<file path="src/rtl/decode_unit_if.sv">
// decode_unit_if: fetch-to-decode handshake plus the decoded control bundle
interface decode_unit_if;
  logic [31:0] instruction;
  logic instr_valid;
  logic instr_ready;
  logic [2:0] inaddress;
  logic [2:0] out1address;
  logic [2:0] out2address;
  logic write;
  logic [7:0] immediate;
  logic [2:0] aluop;
  logic imm_sel;
  logic neg_sel;
  logic illegal;
  logic [7:0] retired;
  modport master (
    output instruction, instr_valid,
    input instr_ready, inaddress, out1address, out2address, write, immediate,
    aluop, imm_sel, neg_sel, illegal, retired
  );
  modport slave (
    input instruction, instr_valid,
    output instr_ready, inaddress, out1address, out2address, write, immediate,
    aluop, imm_sel, neg_sel, illegal, retired
  );
endinterface

</file>
<file path="src/rtl/decode_unit.sv">
// decode_unit: four-cycle IDLE/DECODE/EXEC/WB instruction decoder with retire counter
module decode_unit (
  input logic clk,
  input logic reset,
  decode_unit_if.slave bus
);
  typedef enum logic [1:0] {IDLE, DECODE, EXEC, WB} state_t;
  state_t state;
  logic [31:0] ir;
  logic [7:0] op;
  logic legal;
  logic active;
  logic unused;
  assign op = ir[31:24];
  assign legal = op < 8'd6;
  assign active = (state != IDLE) && legal;
  assign unused = ^{ir[23:19], ir[15:11]};
  assign bus.inaddress = ir[18:16];
  assign bus.out1address = ir[2:0];
  assign bus.out2address = ir[10:8];
  assign bus.immediate = ir[7:0];
  // Control fields are forced to 0 in IDLE so reset (IR=0, opcode loadi) shows no IMM_SEL
  assign bus.aluop = !active ? 3'd0 :
                     (op == 8'd2 || op == 8'd3) ? 3'd1 :
                     op == 8'd4 ? 3'd2 :
                     op == 8'd5 ? 3'd3 : 3'd0;
  assign bus.imm_sel = active && op == 8'd0;
  assign bus.neg_sel = active && op == 8'd3;
  always_ff @(posedge clk or posedge reset)
    if (reset) begin
      state <= IDLE;
      ir <= '0;
      bus.instr_ready <= 1'b0;
      bus.write <= 1'b0;
      bus.illegal <= 1'b0;
      bus.retired <= '0;
    end else begin
      bus.write <= 1'b0;
      bus.illegal <= 1'b0;
      case (state)
        IDLE:
          if (bus.instr_valid && bus.instr_ready) begin
            state <= DECODE;
            ir <= bus.instruction;
            bus.instr_ready <= 1'b0;
            bus.illegal <= bus.instruction[31:24] > 8'd5;
          end else bus.instr_ready <= 1'b1;
        DECODE:
          if (legal) state <= EXEC;
          else begin
            state <= IDLE;
            bus.instr_ready <= 1'b1;
          end
        EXEC: begin
          state <= WB;
          bus.write <= 1'b1;
        end
        WB: begin
          state <= IDLE;
          bus.instr_ready <= 1'b1;
          bus.retired <= bus.retired + 8'd1;
        end
      endcase
    end
endmodule
</file>
<file path="src/flat_wrapper.sv">
// flat-port wrapper written by rule: the top's interface ports become plain ports
module decode_unit_flat 
  (clk, reset, bus_instruction, bus_instr_valid, bus_instr_ready, bus_inaddress, bus_out1address, bus_out2address, bus_write, bus_immediate, bus_aluop, bus_imm_sel, bus_neg_sel, bus_illegal, bus_retired);
  decode_unit_if bus_i ();
  input logic clk;
  input logic reset;
  input wire logic [$bits(bus_i.instruction)-1:0] bus_instruction;
  input wire logic [$bits(bus_i.instr_valid)-1:0] bus_instr_valid;
  output wire logic [$bits(bus_i.instr_ready)-1:0] bus_instr_ready;
  output wire logic [$bits(bus_i.inaddress)-1:0] bus_inaddress;
  output wire logic [$bits(bus_i.out1address)-1:0] bus_out1address;
  output wire logic [$bits(bus_i.out2address)-1:0] bus_out2address;
  output wire logic [$bits(bus_i.write)-1:0] bus_write;
  output wire logic [$bits(bus_i.immediate)-1:0] bus_immediate;
  output wire logic [$bits(bus_i.aluop)-1:0] bus_aluop;
  output wire logic [$bits(bus_i.imm_sel)-1:0] bus_imm_sel;
  output wire logic [$bits(bus_i.neg_sel)-1:0] bus_neg_sel;
  output wire logic [$bits(bus_i.illegal)-1:0] bus_illegal;
  output wire logic [$bits(bus_i.retired)-1:0] bus_retired;
  assign bus_i.instruction = bus_instruction;
  assign bus_i.instr_valid = bus_instr_valid;
  assign bus_instr_ready = bus_i.instr_ready;
  assign bus_inaddress = bus_i.inaddress;
  assign bus_out1address = bus_i.out1address;
  assign bus_out2address = bus_i.out2address;
  assign bus_write = bus_i.write;
  assign bus_immediate = bus_i.immediate;
  assign bus_aluop = bus_i.aluop;
  assign bus_imm_sel = bus_i.imm_sel;
  assign bus_neg_sel = bus_i.neg_sel;
  assign bus_illegal = bus_i.illegal;
  assign bus_retired = bus_i.retired;
  decode_unit u_core (.clk(clk), .reset(reset), .bus(bus_i));
endmodule
</file>
<file path="config.mk">
export PLATFORM = sky130hd
export DESIGN_NAME = decode_unit_flat
export DESIGN_NICKNAME = d
export VERILOG_FILES = /design/src/rtl/decode_unit_if.sv /design/src/rtl/decode_unit.sv /design/src/flat_wrapper.sv
export SDC_FILE = /design/constraint.sdc
export NUM_CORES = 1
export LEC_CHECK = 0
export ABC_AREA = 1
export CORE_UTILIZATION = 65
export DETAILED_ROUTE_END_ITERATION = 16
export DONT_BUFFER_PORTS = 1
export GPL_ROUTABILITY_DRIVEN = 0
export PLACE_DENSITY = 0.85
export SLEW_MARGIN = 20
export SYNTH_ARGS = -nofsm -noshare
export SYNTH_HDL_FRONTEND = slang
export SYNTH_SLANG_ARGS = --single-unit
</file>
<file path="constraint.sdc">
create_clock -name clk -period 3.6 [get_ports clk]
set_clock_uncertainty 0.05 [all_clocks]
set_input_delay 0.54 -clock clk [delete_from_list [all_inputs] [get_ports clk]]
set_output_delay 0.54 -clock clk [all_outputs]
set_load 0.01 [all_outputs]
</file>
==> flow_summary.toml <==
[run_status]
outcome = "completed"

[grt]
grt_overflow = 0
grt_first_pass_wirelength_mm = 4.15
grt_usage_pct = 20.8
grt_pass1_vias = 1029
antenna_found_initial = 0
grt_max_degree = 27

[clocking]
post-cts-setup-buffer-count = 0
cts_hold_buf = 0
htree_levels = 2
clock-sinks = 35
cts_tree = "built"
cts_resized = 0
clkTransAtPathRegs_ns = 0.09
clk_path_buf_depth = 2
clock_latency_ns = 0.32
cts_buffers = 5
cts-root-buf = "clkbuf_4"

[floorplan]
die_h_um = 53.7
die_area_um2 = 2880
pin_count = 68
start_util_pct = 69.5
die_w_um = 53.7
core_um2 = 2500
rows = 18

[sta]
fin_crit_sh_pct = 64.5
tightest_slew_ns = 0.614
setup_tns_ns = 0
period_needed_ns = 2.32
fmax_mhz = 431
final_max_slew_viol_count = 0
rsz0062_at_grt = "false"
setup_violations = 0
max-slew-margin-rel_pct = 59.0
hold_violations = 0
hold_slack_ns = 0.108
setup_slack_ns = 1.28

[final_layout]
multi_input_area_um2 = 616
final_common_cell = "nand2_1"
n_antenna_cell = 0
seq_area_um2 = 876
layout_common_cells = "nand2_1 (57), dfrtp_1 (35), nand3_1 (22)"
syn2layout_area_growth_pct = -3.96
fillers = 199
drive_above_1_share_pct = 7.14
nNetsFinal = 221

[routing]
postRouteAntennaNets = 0
drc = 0
num_vias = 1135
wirelength_mm = 2.80
wl_per_cell_um = 13.2
viasPerCell = 5.35
drt-pass1-iter-count = 4
drt_iter0_markers = 23

[logic_synthesis]
synth_fp_nets = 236
synth.distinct_cells = 21
syn-cell-area_um2 = 1740
netlist_instances = 196
yosysWarnings = 0
synth-seq-cells = 35
postSynthAreaPerCell_um2 = 8.87
ys_seq_area_share_pct = 50.4

[critical_path]
cp_slowest_cell = "dfrtp_1"
crit_path_max_incr_delay_ns = 0.41
cp_num_buf_inv = 3
endpoint_kind = "output pin"
worstSetupStartpointType = "flop"
crit_chain = "inv_1, ha_1, buf_4, inv_1, nand2_1, nor3_1"
critPathRequiredTime_ns = 3.01
cpMostUsedCell = "inv_1"
crit_family = "simple AND/OR/NAND/NOR gates"
arrival_ns = 1.73
crit_type = "flop to output pin"
critical_path.max_fanout = 23

[power]
irDropWorstVdd_mv = 0.568
p_leak_uw = 0.000884
p_per_area_nw_per_um2 = 780

[placement]
dp_hpwl_mm = 2.01
port_buffers = 0
place_ws_ns = 1.57

[hold_path]
hp-class = "primary input to async pin"

[job]
drv_cap = 0
[per-layer routing]
layer,track usage [%],part of all wire [%]
met2,34.6,49
met4,10.5,1.1
met3,6.50,6.6
met5,0,0
met1,23.9,43
[flip-flops by register name (all words and copies together), names as in the netlist, named ones only]
name	count
u_core.bus.retired	8
u_core.bus.illegal	1
u_core.ir	22
u_core.bus.instr_ready	1
u_core.state	1
u_core.bus.write	1
[cell type report]
class                      count  area share, %
inverter                      15           3.37
clock buffer                   8           4.12
sequential                    35           52.5
tap                           30           2.25
timing repair buffer           2          0.900
multi-input combinational    122           36.9
[Yosys cell counts]
cell,count,area [µm²]
a31oi_4,1,21.3
nand2_1,57,214
ha_1,5,62.6
nand3_1,22,110
nor2_2,1,6.26
a21oi_1,5,25.0
xnor2_1,2,17.5
dfrtp_1,35,876
inv_1,15,56.3
o21bai_1,1,7.51
nand2_2,1,6.26
mux2_2,1,11.3
nor2_1,13,48.8
nor3_1,3,15.0
buf_2,2,10.0
buf_6,4,45.0
buf_4,18,135
o21ai_0,3,15.0
conb_1,1,3.75
nor3b_1,1,7.51
xor2_1,5,43.8
[kinds of logic (layout without fill, tap and decap cells)]
logic type,after synthesis,count (layout),share of synthesized area [%]
flops,35,35,50.4
simple gates,98,98,23.5
fa+ha+maj,5,5,3.60
buf+inv,39,25,14.2
other cells,1,1,0.216
compound gates,10,10,3.96
xor+xnor,7,7,3.53
mux,1,1,0.648
[power by group]
group          internal [µW]  switching, µW  total (µW)
clock                    115            116         231
sequential               535            160         695
combinational            129            247         376
total                    778            524        1300
[metrics by stage]
stage	cells	instance area, µm²	utilization (%)	total power (µW)
6_report	212	1670	66.8	1300
5_1_grt	212	1670	66.8	1410
4_1_cts	212	1670	66.8	1310
3_5_place_dp	204	1600	64.0	1080
3_3_place_gp	204	1600	64.0	1040
2_1_floorplan	196	1740	-	1130
[final timing paths]
check / start / endpoint / slack, ns / depth (start not counted)
min: reset / u_core.state[0] / 0.11 / 1
max: u_core.state[0] / bus_aluop[1] / 1.28 / 6
min in group clk: bus_instruction[8] / u_core.ir[8] / 0.30 / 2
max in group asynchronous: reset / u_core.ir[30] / 2.71 / 2
max reg2reg: u_core.bus.instr_ready / u_core.ir[25] / 1.67 / 5
min reg2reg: u_core.ir[28] / u_core.ir[28] / 0.44 / 2
Power figures use the tool's default switching activity.
